## config.mk

```make
export PLATFORM = sky130hd
export DESIGN_NAME = exe_mem_skid_reg_flat
export DESIGN_NICKNAME = d
export VERILOG_FILES = /design/src/rtl/exe_mem_skid_reg_pkg.sv /design/src/rtl/exe_mem_skid_reg_if.sv /design/src/rtl/exe_mem_skid_reg_pipe_entry_reg.sv /design/src/rtl/exe_mem_skid_reg.sv /design/src/flat_wrapper.sv
export SDC_FILE = /design/constraint.sdc
export NUM_CORES = 1
export LEC_CHECK = 0
export BUFFER_PORTS_ARGS = -buffer_cell sky130_fd_sc_hd__buf_2
export CAP_MARGIN = 20
export CORE_MARGIN = 8
export CORE_UTILIZATION = 54
export DETAILED_ROUTE_END_ITERATION = 6
export PLACE_DENSITY = 0.8
export SYNTH_ARGS = -nofsm -noshare
export SYNTH_HDL_FRONTEND = slang
export SYNTH_SLANG_ARGS = --single-unit
export TNS_END_PERCENT = 20
```

## constraint.sdc

```tcl
create_clock -name clk -period 2.3 [get_ports clk]
set_clock_uncertainty 0.1 [all_clocks]
set_input_delay 0.46 -clock clk [delete_from_list [all_inputs] [get_ports clk]]
set_output_delay 0.46 -clock clk [all_outputs]
set_load 0.01 [all_outputs]
```

## src/rtl/exe_mem_skid_reg_pkg.sv

```systemverilog
// Shared widths and occupancy encodings for the EXE -> MEM boundary.
// Also used by the EXE and MEM/WB pipeline registers so their payload layouts agree.
package exe_mem_skid_reg_pkg;

  localparam int DW_DEF = 32;
  localparam int RW_DEF = 4;
  localparam int CW_DEF = 32;

  // Payload control bits: wb_en, mem_r_en, mem_w_en.
  localparam int CTRL_W = 3;

  typedef enum logic [1:0] {
    EMPTY = 2'd0,
    ONE   = 2'd1,
    FULL  = 2'd2
  } occ_e;

endpackage

```

## src/rtl/exe_mem_skid_reg_if.sv

```systemverilog
// EXE-side handshake, memory request and MEM/WB pass-through bundle.
// slave = the skid register, master = the surrounding pipeline.
interface exe_mem_skid_reg_if
  import exe_mem_skid_reg_pkg::*;
#(
  parameter int DW = DW_DEF,
  parameter int RW = RW_DEF,
  parameter int CW = CW_DEF
);
  logic          exe_valid;
  logic          exe_ready;
  logic          exe_wb_en;
  logic          exe_mem_r_en;
  logic          exe_mem_w_en;
  logic [DW-1:0] exe_alu_result;
  logic [DW-1:0] exe_val_rm;
  logic [RW-1:0] exe_dest;
  logic          mem_read;
  logic          mem_write;
  logic [DW-1:0] address;
  logic [DW-1:0] data;
  logic          mem_ready;
  logic          out_valid;
  logic          out_fire;
  logic          out_wb_en;
  logic [RW-1:0] out_dest;
  logic [CW-1:0] stall_cnt;

  modport slave (
    input  exe_valid, exe_wb_en, exe_mem_r_en, exe_mem_w_en,
    input  exe_alu_result, exe_val_rm, exe_dest, mem_ready,
    output exe_ready, mem_read, mem_write, address, data,
    output out_valid, out_fire, out_wb_en, out_dest, stall_cnt
  );

  modport master (
    output exe_valid, exe_wb_en, exe_mem_r_en, exe_mem_w_en,
    output exe_alu_result, exe_val_rm, exe_dest, mem_ready,
    input  exe_ready, mem_read, mem_write, address, data,
    input  out_valid, out_fire, out_wb_en, out_dest, stall_cnt
  );

endinterface

```

## src/rtl/exe_mem_skid_reg_pipe_entry_reg.sv

```systemverilog
// Payload register with load enable and synchronous active-low clear.
// Latency 1 cycle; no backpressure of its own, the owner decides when to load.
module pipe_entry_reg #(
  parameter int W = 8
) (
  input  logic         clk,
  input  logic         rst,
  input  logic         ld,
  input  logic [W-1:0] d,
  output logic [W-1:0] q
);

  always_ff @(posedge clk) begin
    if (!rst)
      q <= '0;
    else if (ld)
      q <= d;
  end

endmodule

```

## src/rtl/exe_mem_skid_reg.sv

```systemverilog
// Two-entry EXE->MEM skid buffer; latency 1 cycle min, no fall-through.
// Backpressure: registered exe_ready drops when both entries are occupied; head holds until mem_ready.
module exe_mem_skid_reg
  import exe_mem_skid_reg_pkg::*;
#(
  parameter int DW = DW_DEF,
  parameter int RW = RW_DEF,
  parameter int CW = CW_DEF
) (
  input  logic                  clk,
  input  logic                  rst,
  exe_mem_skid_reg_if.slave     bus
);

  typedef struct packed {
    logic          wb_en;
    logic          mem_r_en;
    logic          mem_w_en;
    logic [DW-1:0] alu_result;
    logic [DW-1:0] val_rm;
    logic [RW-1:0] dest;
  } entry_t;

  entry_t        in_e, h_d, h_q, s_q;
  occ_e          count, count_nxt;
  logic          exe_ready_q;
  logic [CW-1:0] stall_q;
  logic          out_valid, mem_op, in_fire, out_fire;
  logic          h_ld, s_ld;

  assign in_e = {bus.exe_wb_en, bus.exe_mem_r_en, bus.exe_mem_w_en,
                 bus.exe_alu_result, bus.exe_val_rm, bus.exe_dest};

  assign out_valid = (count != EMPTY);
  assign mem_op    = h_q.mem_r_en | h_q.mem_w_en;
  assign in_fire   = bus.exe_valid & exe_ready_q;
  assign out_fire  = out_valid & (~mem_op | bus.mem_ready);

  always_comb begin
    count_nxt = count;
    h_ld      = 1'b0;
    s_ld      = 1'b0;
    case (count)
      EMPTY: if (in_fire) begin
        h_ld      = 1'b1;
        count_nxt = ONE;
      end
      ONE: begin
        if (in_fire && out_fire) begin
          h_ld = 1'b1;
        end else if (in_fire) begin
          s_ld      = 1'b1;
          count_nxt = FULL;
        end else if (out_fire) begin
          count_nxt = EMPTY;
        end
      end
      FULL: if (out_fire) begin
        h_ld      = 1'b1;
        count_nxt = ONE;
      end
      default: count_nxt = EMPTY;
    endcase
  end

  // Head refills from the skid entry when draining FULL, otherwise from EXE.
  assign h_d = (count == FULL) ? s_q : in_e;

  pipe_entry_reg #(.W($bits(entry_t))) u_head (
    .clk (clk),
    .rst (rst),
    .ld  (h_ld),
    .d   (h_d),
    .q   (h_q)
  );

  pipe_entry_reg #(.W($bits(entry_t))) u_skid (
    .clk (clk),
    .rst (rst),
    .ld  (s_ld),
    .d   (in_e),
    .q   (s_q)
  );

  always_ff @(posedge clk) begin
    if (!rst) begin
      count       <= EMPTY;
      exe_ready_q <= 1'b1;
      stall_q     <= '0;
    end else begin
      count       <= count_nxt;
      exe_ready_q <= (count_nxt != FULL);
      if (out_valid && mem_op && !bus.mem_ready && !(&stall_q))
        stall_q <= stall_q + CW'(1);
    end
  end

  assign bus.exe_ready = exe_ready_q;
  assign bus.mem_read  = out_valid & h_q.mem_r_en;
  assign bus.mem_write = out_valid & h_q.mem_w_en;
  assign bus.address   = h_q.alu_result;
  assign bus.data      = h_q.val_rm;
  assign bus.out_valid = out_valid;
  assign bus.out_fire  = out_fire;
  assign bus.out_wb_en = out_valid & h_q.wb_en;
  assign bus.out_dest  = h_q.dest;
  assign bus.stall_cnt = stall_q;

endmodule
```

## src/flat_wrapper.sv

```systemverilog
// flat-port wrapper written by rule: the top's interface ports become plain ports
module exe_mem_skid_reg_flat import exe_mem_skid_reg_pkg::*;
#(
  parameter int DW = DW_DEF,
  parameter int RW = RW_DEF,
  parameter int CW = CW_DEF
)
  (clk, rst, bus_exe_valid, bus_exe_wb_en, bus_exe_mem_r_en, bus_exe_mem_w_en, bus_exe_alu_result, bus_exe_val_rm, bus_exe_dest, bus_mem_ready, bus_exe_ready, bus_mem_read, bus_mem_write, bus_address, bus_data, bus_out_valid, bus_out_fire, bus_out_wb_en, bus_out_dest, bus_stall_cnt);
  exe_mem_skid_reg_if #(.DW(DW), .RW(RW), .CW(CW)) bus_i ();
  input  logic clk;
  input  logic rst;
  input wire logic [$bits(bus_i.exe_valid)-1:0] bus_exe_valid;
  input wire logic [$bits(bus_i.exe_wb_en)-1:0] bus_exe_wb_en;
  input wire logic [$bits(bus_i.exe_mem_r_en)-1:0] bus_exe_mem_r_en;
  input wire logic [$bits(bus_i.exe_mem_w_en)-1:0] bus_exe_mem_w_en;
  input wire logic [$bits(bus_i.exe_alu_result)-1:0] bus_exe_alu_result;
  input wire logic [$bits(bus_i.exe_val_rm)-1:0] bus_exe_val_rm;
  input wire logic [$bits(bus_i.exe_dest)-1:0] bus_exe_dest;
  input wire logic [$bits(bus_i.mem_ready)-1:0] bus_mem_ready;
  output wire logic [$bits(bus_i.exe_ready)-1:0] bus_exe_ready;
  output wire logic [$bits(bus_i.mem_read)-1:0] bus_mem_read;
  output wire logic [$bits(bus_i.mem_write)-1:0] bus_mem_write;
  output wire logic [$bits(bus_i.address)-1:0] bus_address;
  output wire logic [$bits(bus_i.data)-1:0] bus_data;
  output wire logic [$bits(bus_i.out_valid)-1:0] bus_out_valid;
  output wire logic [$bits(bus_i.out_fire)-1:0] bus_out_fire;
  output wire logic [$bits(bus_i.out_wb_en)-1:0] bus_out_wb_en;
  output wire logic [$bits(bus_i.out_dest)-1:0] bus_out_dest;
  output wire logic [$bits(bus_i.stall_cnt)-1:0] bus_stall_cnt;
  assign bus_i.exe_valid = bus_exe_valid;
  assign bus_i.exe_wb_en = bus_exe_wb_en;
  assign bus_i.exe_mem_r_en = bus_exe_mem_r_en;
  assign bus_i.exe_mem_w_en = bus_exe_mem_w_en;
  assign bus_i.exe_alu_result = bus_exe_alu_result;
  assign bus_i.exe_val_rm = bus_exe_val_rm;
  assign bus_i.exe_dest = bus_exe_dest;
  assign bus_i.mem_ready = bus_mem_ready;
  assign bus_exe_ready = bus_i.exe_ready;
  assign bus_mem_read = bus_i.mem_read;
  assign bus_mem_write = bus_i.mem_write;
  assign bus_address = bus_i.address;
  assign bus_data = bus_i.data;
  assign bus_out_valid = bus_i.out_valid;
  assign bus_out_fire = bus_i.out_fire;
  assign bus_out_wb_en = bus_i.out_wb_en;
  assign bus_out_dest = bus_i.out_dest;
  assign bus_stall_cnt = bus_i.stall_cnt;
  exe_mem_skid_reg #(.DW(DW), .RW(RW), .CW(CW)) u_core (.clk(clk), .rst(rst), .bus(bus_i));
endmodule
```

# [Word level (Yosys, flattened, before mapping)]
# Cells that the tools add are included.
[classes] addsub=1 eq_ne=3 n_mux=13 bitwise=8 reduce_logical=9
[ops] cell="$mux 71" n=1
[ops] cell="$add 32x1->32 const B" n=1
[ops] cell="$reduce_and 32->1" n=1
[ops] cell="$mux 2" n=5
[ops] cell="$pmux 2 s3" n=1
[ops] cell="$and 1x1->1" n=5
[ops] cell="$mux 1" n=5
[ops] cell="$logic_and 1x1->1" n=4
[ops] cell="$pmux 1 s3" n=1
[ops] cell="$eq 2x1->1 const B" n=1
[ops] cell="$eq 2x2->1 const B" n=1
[ops] cell="$logic_not 1->1" n=2
[ops] cell="$logic_not 2->1" n=1
[ops] cell="$ne 2x2->1 const B" n=1
[ops] cell="$or 1x1->1" n=2
[ops] cell="$reduce_bool 2->1" n=1
[ops] cell="$not 1->1" n=1
[totals] reg_bits=177 inputBits=75 output_inout_bits=106 wordCells=39

# [Logic depth before layout (Yosys ltp)]
# Gate-level depths: netlist (run 1).
[logic_depth] ltp_word=9 mapped_depth=9

# [Hierarchy]
# From an unflattened synthesis (run 1), not the netlist that was laid out.
[unflattened] hier_cells=763 hier_area_um2=8132.8
[by_module_without_submodules] module="pipe_entry_reg" instances=2 cells_each=228 area_each_um2=2718.9
[by_module_without_submodules] module="exe_mem_skid_reg" instances=1 cells_each=307 area_each_um2=2695.1

# [Least setup slack after synthesis (run 1)]
# No wires, ideal clock.
[synth_path] path_type="flip-flop to flip-flop" startpoint="register u_core.stall_q[5], in the netlist u_core.bus.stall_cnt[5]" endpoint="register u_core.stall_q[5], in the netlist u_core.bus.stall_cnt[5]" setup_ns=0.070 arrival_ns=1.867 path_slack_ns=0.263 path_stages_with_launch=9 period_less_slack_ns=2.037 path_cell_list="dfxtp_1 > nand4_2 > nor4b_4 > and4b_1 > buf_6 > buf_12 > buf_12 > o21ai_1 > a21oi_2"
[synth_between] elab_chain_len=3 elab_cells_between_ends=4
[synth_rtl] element="start: declaration" line="exe_mem_skid_reg.sv:27" rtl="logic [CW-1:0] stall_q;"
[synth_rtl] element="start signal: assignment" line="exe_mem_skid_reg.sv:94" rtl="stall_q <= stall_q + CW'(1);"
[synth_rtl] element="branches (longest 3 deep; another with $add 32x1->32)"
# Several ways; the timed one is not identified.
# A chain may end at the register's enable or synchronous reset.

# [Worst setup path in the final report (run 1)]
[layout_path] startpoint="register u_core.stall_q[5], in the netlist u_core.bus.stall_cnt[5]" endpoint="register u_core.stall_q[23], in the netlist u_core.bus.stall_cnt[23]"
# Same word-level chain as after synthesis.

==> impl_metrics.csv, run 1 <==
group,metric,value,unit
outcome,status,"completed",
worst_setup_path,crit_required,2.53,ns
clocking,cts_tree,"done",
drt,num_vias,6555,
synth,ys_ff_latch,177,
synth,yosys.area_share.simple,0.1818,
synth,synth-xor-area-share,0.001100,
synth,avgSynthCellArea,8.682,um^2
synth,synthAdderAreaFrac,0.001572,
clocking,cts-buffers-inserted,17,
synth,synth_most_common_cell,"dfxtp_1",
hold_path,hp-class,"input pin to flip-flop",
place,dp_cells,1168,
timing,fmax,446.1,MHz
timing,setup_slack,0.05836,ns
synth,synth_fp_nets,993,
synth,yosys-mux-area-fraction,0.09571,
drt,via_per_inst,5.444,
drt,drc,0,
job,drv_cap,0,
floorplan,ios,181,
timing,min_period,2.242,ns
place,portBuffers,180,
synth,synth_top_family_by_area,"simple AND/OR/NAND/NOR gates",
finish,final_cells,1204,
synth,synthTopCellsByCount,"dfxtp_1, nand2_1, nor2_1",
synth,yosys-top-cells-area,"dfxtp_1, mux2i_1, nand2_1",
worst_setup_path,rr_startpoint,"u_core.bus.stall_cnt[5]$_SDFFE_PN0P_",
drt,routedWlPerCell,15.70,um
floorplan,core-area,14480,um^2
synth,yosysWarnings,0,
timing,hold_viol,0,
pwr,power_density,758.4,nW/um^2
pwr,leakagePower,0.004158,uW
hold_path,min_path_cells,3,
synth,async_reset_ff_frac,0,
finish,finalNetCount,1081,
worst_setup_path,endpoint_kind,"flip-flop",
worst_setup_path,crit_type,"flip-flop to flip-flop",
grt,grtUsageTotal,0.1969,
synth,syn_area,7961,um^2
clocking,cts.sink_count,177,
worst_setup_path,reg2regPathDepth,7,
grt,overflow,0,
worst_setup_path,r2r_slack,0.06,ns
synth,synth_compound_area_frac,0.1675,
finish,regArea,3543,um^2
finish,syn2layout_area_growth,15.53,%
worst_setup_path,cp_max_fo,9,
clocking,clkTransAtPathRegs,0.07,ns
grt,antenna_found_initial,1,
timing,final.setup.tns,0,ns
floorplan,row_count,44,
synth,yosysTopAreaCell,"dfxtp_1",
floorplan,fp.dieW,137.4,um
timing,maxSlewHeadroom,0.6793,
hold_path,min_from,"bus_exe_wb_en",
place,placed_cell_area,8551,um^2
finish,nFillCells,1221,
clocking,clk_path_buf_depth,2,
floorplan,die_y,137.4,um
synth,ys.flop_type,"dfxtp_1",
worst_setup_path,startpoint_type,"flip-flop",
hold_path,whs_endpoint,"u_core.u_skid.q[70]$_SDFFE_PN0P_",
timing,setup_viol_count_final,0,
timing,holdWs,0.1736,ns
worst_setup_path,worstReg2RegEnd,"u_core.bus.stall_cnt[23]$_SDFFE_PN0P_",
finish,drive_above_1_share,0.2692,
drt,antenna_left,0,
clocking,root_buffer,"clkbuf_16",
timing,finalMaxSlewViolations,0,
synth,synth_top_area_share,0.4451,
clocking,htree_num_levels,4,
grt,grt_max_degree,111,
place,gp_congestion,0.8062,
drt,drt_iter0_markers,467,
worst_setup_path,crit_arrival,2.47,ns
synth,ys_types,47,
synth,synthCells,917,
place,hpwlAfterDp,12580,um
timing,max_slew.worst_pin.slew,0.4778,ns
pwr,vdd_drop_max,0.0004690,V
drt,drtPass1Iterations,5,
finish,multiInputGateArea,3608,um^2
floorplan,die_area,18880,um^2
timing,min_period_over_period,0.9746,
synth,synth-seq-area-share,0.4451,
synth,synth-edff-count,0,
grt,grt_pass1_vias,6217,
grt,grt_pass1_wl,30020,um
floorplan,start_util,0.5499,
timing,rsz0062_at_grt,"true",
drt,finalWirelength,18900,um
finish,final_cell_area,9198,um^2
place,dp_slack,0.1616,ns
clocking,clkLatencyLatePin,0.43,ns
==> what timing repair did <==
action	4_1_cts	5_1_grt
buffers inserted	0	2
cloned	0	0
endpoints found under the hold margin	0	0
pin swaps	0	1
resized for setup	1	3
endpoints found under the setup margin	3	6
hold buffers	0	0
==> per-stage QoR <==
stage / util / power [uW]
6_report: 0.6352 / 6976
5_1_grt: 0.6351 / 7264
4_1_cts: 0.6328 / 7040
3_5_place_dp: 0.5906 / 4059
3_3_place_gp: 0.5906 / 4038
2_1_floorplan: - / 3886
==> where the power goes <==
group	switching, uW	leakage, uW	internal, uW
Sequential	75.3	0.00145	3200
Combinational	419	0.00241	286
Clock	1220	0.000301	1770
Total	1710	0.00416	5260
==> worst max-delay path by stage <==
| stage | startpoint | endpoint | depth (start not counted) |
|---|---|---|---|
| finish | u_core.bus.stall_cnt[5]$_SDFFE_PN0P_ | u_core.bus.stall_cnt[23]$_SDFFE_PN0P_ | 7 |
| global route | u_core.bus.stall_cnt[5]$_SDFFE_PN0P_ | u_core.bus.stall_cnt[11]$_SDFFE_PN0P_ | 7 |
| CTS | u_core.bus.stall_cnt[6]$_SDFFE_PN0P_ | u_core.bus.stall_cnt[29]$_SDFFE_PN0P_ | 5 |
| detailed placement | u_core.bus.stall_cnt[6]$_SDFFE_PN0P_ | u_core.bus.stall_cnt[29]$_SDFFE_PN0P_ | 5 |
| global placement | bus_mem_ready | u_core.u_skid.q[27]$_SDFFE_PN0P_ | 7 |
| floorplan | u_core.bus.stall_cnt[5]$_SDFFE_PN0P_ | u_core.bus.stall_cnt[5]$_SDFFE_PN0P_ | 8 |
==> cells in the final DEF (no fill, tap or decap), types with 3 or more instances in the layout <==
| cell type | synthesis | final |
|---|---|---|
| inv_1 | 3 | 3 |
| a211oi_1 | 71 | 71 |
| nor2_1 | 81 | 80 |
| or3_1 | 17 | 17 |
| clkbuf_16 | 0 | 17 |
| a21oi_1 | 79 | 79 |
| clkinv_2 | 0 | 4 |
| nand2_1 | 163 | 163 |
| buf_12 | 3 | 8 |
| o31ai_1 | 7 | 7 |
| o21ai_2 | 11 | 11 |
| o21ai_1 | 4 | 4 |
| nand4_1 | 10 | 10 |
| bufinv_16 | 0 | 3 |
| buf_2 | 7 | 180 |
| o41ai_1 | 3 | 3 |
| nand2b_1 | 8 | 7 |
| nand3_1 | 11 | 10 |
| and3_1 | 6 | 6 |
| mux2i_1 | 75 | 75 |
| nor2b_1 | 3 | 3 |
| inv_6 | 0 | 4 |
| buf_4 | 69 | 16 |
| dfxtp_1 | 177 | 177 |
| or4_1 | 6 | 6 |
| a21oi_2 | 15 | 15 |
| and4_1 | 5 | 5 |
==> area by class of cell <==
| cell class | count | area share |
|---|---|---|
| antenna | 2 | 0.0005441 |
| clock buffer | 20 | 0.04965 |
| clock inverter | 12 | 0.01660 |
| inverter | 4 | 0.002177 |
| multi-input combinational | 601 | 0.3923 |
| sequential | 177 | 0.3853 |
| tap | 184 | 0.02503 |
| timing repair buffer | 204 | 0.1284 |
==> sequential cells by signal (all words and copies together), names as in the netlist <==
signal,count
u_core.u_skid.q,71
u_core.count,2
u_core.bus.exe_ready,1
u_core.u_head.q,71
u_core.bus.stall_cnt,32
==> critical path, cell delays in order (launching register included) <==
cell	delay [ns]
dfxtp_1	0.47
nand4_4	0.17
nor4b_4	0.45
buf_4	0.18
and4b_1	0.25
buf_4	0.20
o311ai_0	0.19
o41ai_1	0.11
==> layer usage <==
layer | part of all wire | global-route usage | vias to the layer above
met5 | 0 | 0 | -
met4 | 0.022 | 0.08268 | 0
met3 | 0.076 | 0.06309 | 35
met2 | 0.47 | 0.3127 | 203
met1 | 0.43 | 0.2409 | 3002
li1 | - | - | 3315
==> kinds of logic (layout without fill, tap and decap cells) <==
kind of cell | Yosys count | after routing
and+or+nand+nor | 323 | 323
AOI/OAI and AO/OA | 200 | 200
DFF | 177 | 177
buffers and inverters | 139 | 240
muxes | 76 | 76
adders and majority gates | 1 | 1
xor gates and xnor gates | 1 | 1
other | 0 | 2
(Power assumes the default switching activity.)
==> inputs of run 2 (changes only) <==
==> constraint.sdc (replaced) <==
create_clock -name clk -period 2.2 [get_ports clk]
set_clock_uncertainty 0.1 [all_clocks]
set_input_delay 0.44 -clock clk [delete_from_list [all_inputs] [get_ports clk]]
set_output_delay 0.44 -clock clk [all_outputs]
set_load 0.01 [all_outputs]
==> run 2 against run 1 <==
  * Flip-flop and latch count unchanged
  * Largest cell class unchanged
  * Critical path type unchanged
  * Sequential share of layout area down 0.23 points
  * Routed wire length fell by 1.7%
==> impl_metrics.csv, run 2 (same netlist as run 1, synthesis figures left out) <==
group,metric,value,unit
drt,drtPass1Iterations,4,
drt,drc,0,
drt,num_vias,6480,
floorplan,fp.dieW,137.4,um
pwr,p_sw,1787,uW
place,portBuffers,180,
timing,final.setup.tns,0,ns
timing,maxSlewHeadroom,0.6723,
place,dp_cells,1180,
grt,overflow,0,
finish,final_cell_mix,"buf_2, dfxtp_1, nand2_1, nor2_1, a21oi_1",
floorplan,start_util,0.5499,
finish,nFillCells,1217,
timing,rsz0062_at_grt,"false",
timing,finalMaxSlewViolations,0,
grt,grt_max_degree,69,
clocking,cts.sink_count,177,
worst_setup_path,crit_arrival,2.33,ns
drt,routedWlPerCell,15.32,um
clocking,cts_tree,"done",
pwr,vdd_drop_max,0.0004901,V
clocking,cts-buffers-inserted,17,
finish,drive_above_1_share,0.2753,
floorplan,die_y,137.4,um
floorplan,row_count,44,
pwr,combPwrFrac,0.106,
clocking,clk_path_buf_depth,2,
drt,via_per_inst,5.342,
clocking,hold_buffers,0,
timing,fmax,482.2,MHz
outcome,status,"completed",
pwr,p_total,7164,uW
worst_setup_path,startpoint_type,"flip-flop",
drt,drt_iter0_markers,432,
worst_setup_path,endpoint_kind,"flip-flop",
drt,finalWirelength,18580,um
clocking,cts_resized,0,
place,hpwlAfterDp,12640,um
worst_setup_path,crit_required,2.46,ns
worst_setup_path,cp_max_fo,41,
pwr,seqPwrFrac,0.478,
drt,antenna_left,0,
grt,grtUsageTotal,0.1934,
worst_setup_path,crit_type,"flip-flop to flip-flop",
floorplan,die_area,18880,um^2
timing,min_period_over_period,0.9427,
timing,max_slew.worst_pin.slew,0.4906,ns
finish,final_cells,1213,
pwr,swShare,0.2495,
hold_path,hp-class,"input pin to flip-flop",
clocking,root_buffer,"clkbuf_16",
finish,finalNetCount,1091,
floorplan,ios,181,
grt,grt_pass1_wl,29620,um
clocking,htree_num_levels,4,
job,drv_cap,0,
pwr,clkPwrFrac,0.416,
timing,min_period,2.074,ns
timing,holdWs,0.1618,ns
pwr,power_density,774.3,nW/um^2
clocking,clkTransAtPathRegs,0.06,ns
pwr,intPower,5377,uW
finish,syn2layout_area_growth,16.22,%
grt,antenna_found_initial,1,
timing,setup_viol_count_final,0,
grt,grt_pass1_vias,6072,
place,gp_congestion,0.8412,
pwr,leakagePower,0.004189,uW
clocking,clkLatencyLatePin,0.42,ns
timing,hold_viol,0,
clocking,post-cts-setup-buffers,0,
finish,final_common_cell,"buf_2",
floorplan,core-area,14480,um^2
run 2: area by class of cell:
type                       count  area [um^2]  share of cell area
multi-input combinational    601         3596              0.3886
sequential                   177         3543              0.3830
timing repair buffer         214         1281              0.1385
clock buffer                  20        446.7             0.04828
tap                          184        230.2             0.02488
clock inverter                12        132.6             0.01433
inverter                       4        20.02            0.002164
antenna                        1        2.502           0.0002705
run 2: worst max-delay path, cell delays in order, from the launching register on:
cell and delay, ns:
dfxtp_1 0.31, ha_1 0.22, and4_1 0.27, and4b_1 0.25, buf_12 0.18, or4_1 0.51
a21oi_1 0.14
run 2: final timing paths:
check / start / to / slack [ns] / cells past startpoint
setup reg to reg: u_core.bus.stall_cnt[0]$_SDFFE_PN0P_ / u_core.bus.stall_cnt[11]$_SDFFE_PN0P_ / 0.13 / 6
hold reg to reg: u_core.u_skid.q[44]$_SDFFE_PN0P_ / u_core.u_skid.q[44]$_SDFFE_PN0P_ / 0.35 / 2
setup / recovery: u_core.bus.stall_cnt[0]$_SDFFE_PN0P_ / u_core.bus.stall_cnt[11]$_SDFFE_PN0P_ / 0.13 / 6
hold / removal: bus_exe_val_rm[18] / u_core.u_skid.q[22]$_SDFFE_PN0P_ / 0.16 / 3
run 2: routing by layer:
metal  vias to the layer above  GRT usage  part of all wire
met5                         -          0                 0
met4                         0    0.07061             0.013
met3                        19    0.05507             0.075
met2                       176     0.3094              0.47
met1                      2949     0.2429              0.44
li1                       3336          -                 -
run 2: metrics by stage:
step / area [um^2] / utilization / setup WS, ns
after global placement: 8666 / 0.5985 / 0.1663
after floorplan: 7961 / - / 0.1633
after detailed placement: 8666 / 0.5985 / 0.1197
after CTS: 9245 / 0.6385 / 0.05600
after global routing: 9253 / 0.6390 / 0.007940
final: 9253 / 0.6390 / 0.1261
run 2: power groups by stage:
stage / Sequential [uW] / Clock [uW] / Combinational, uW
5_1_grt: 3440 / 3150 / 842
3_3_place_gp: 3490 / 0 / 755
4_1_cts: 3430 / 3030 / 769
2_1_floorplan: 3480 / 0 / 585
6_report: 3430 / 2980 / 760
3_5_place_dp: 3500 / 0 / 766
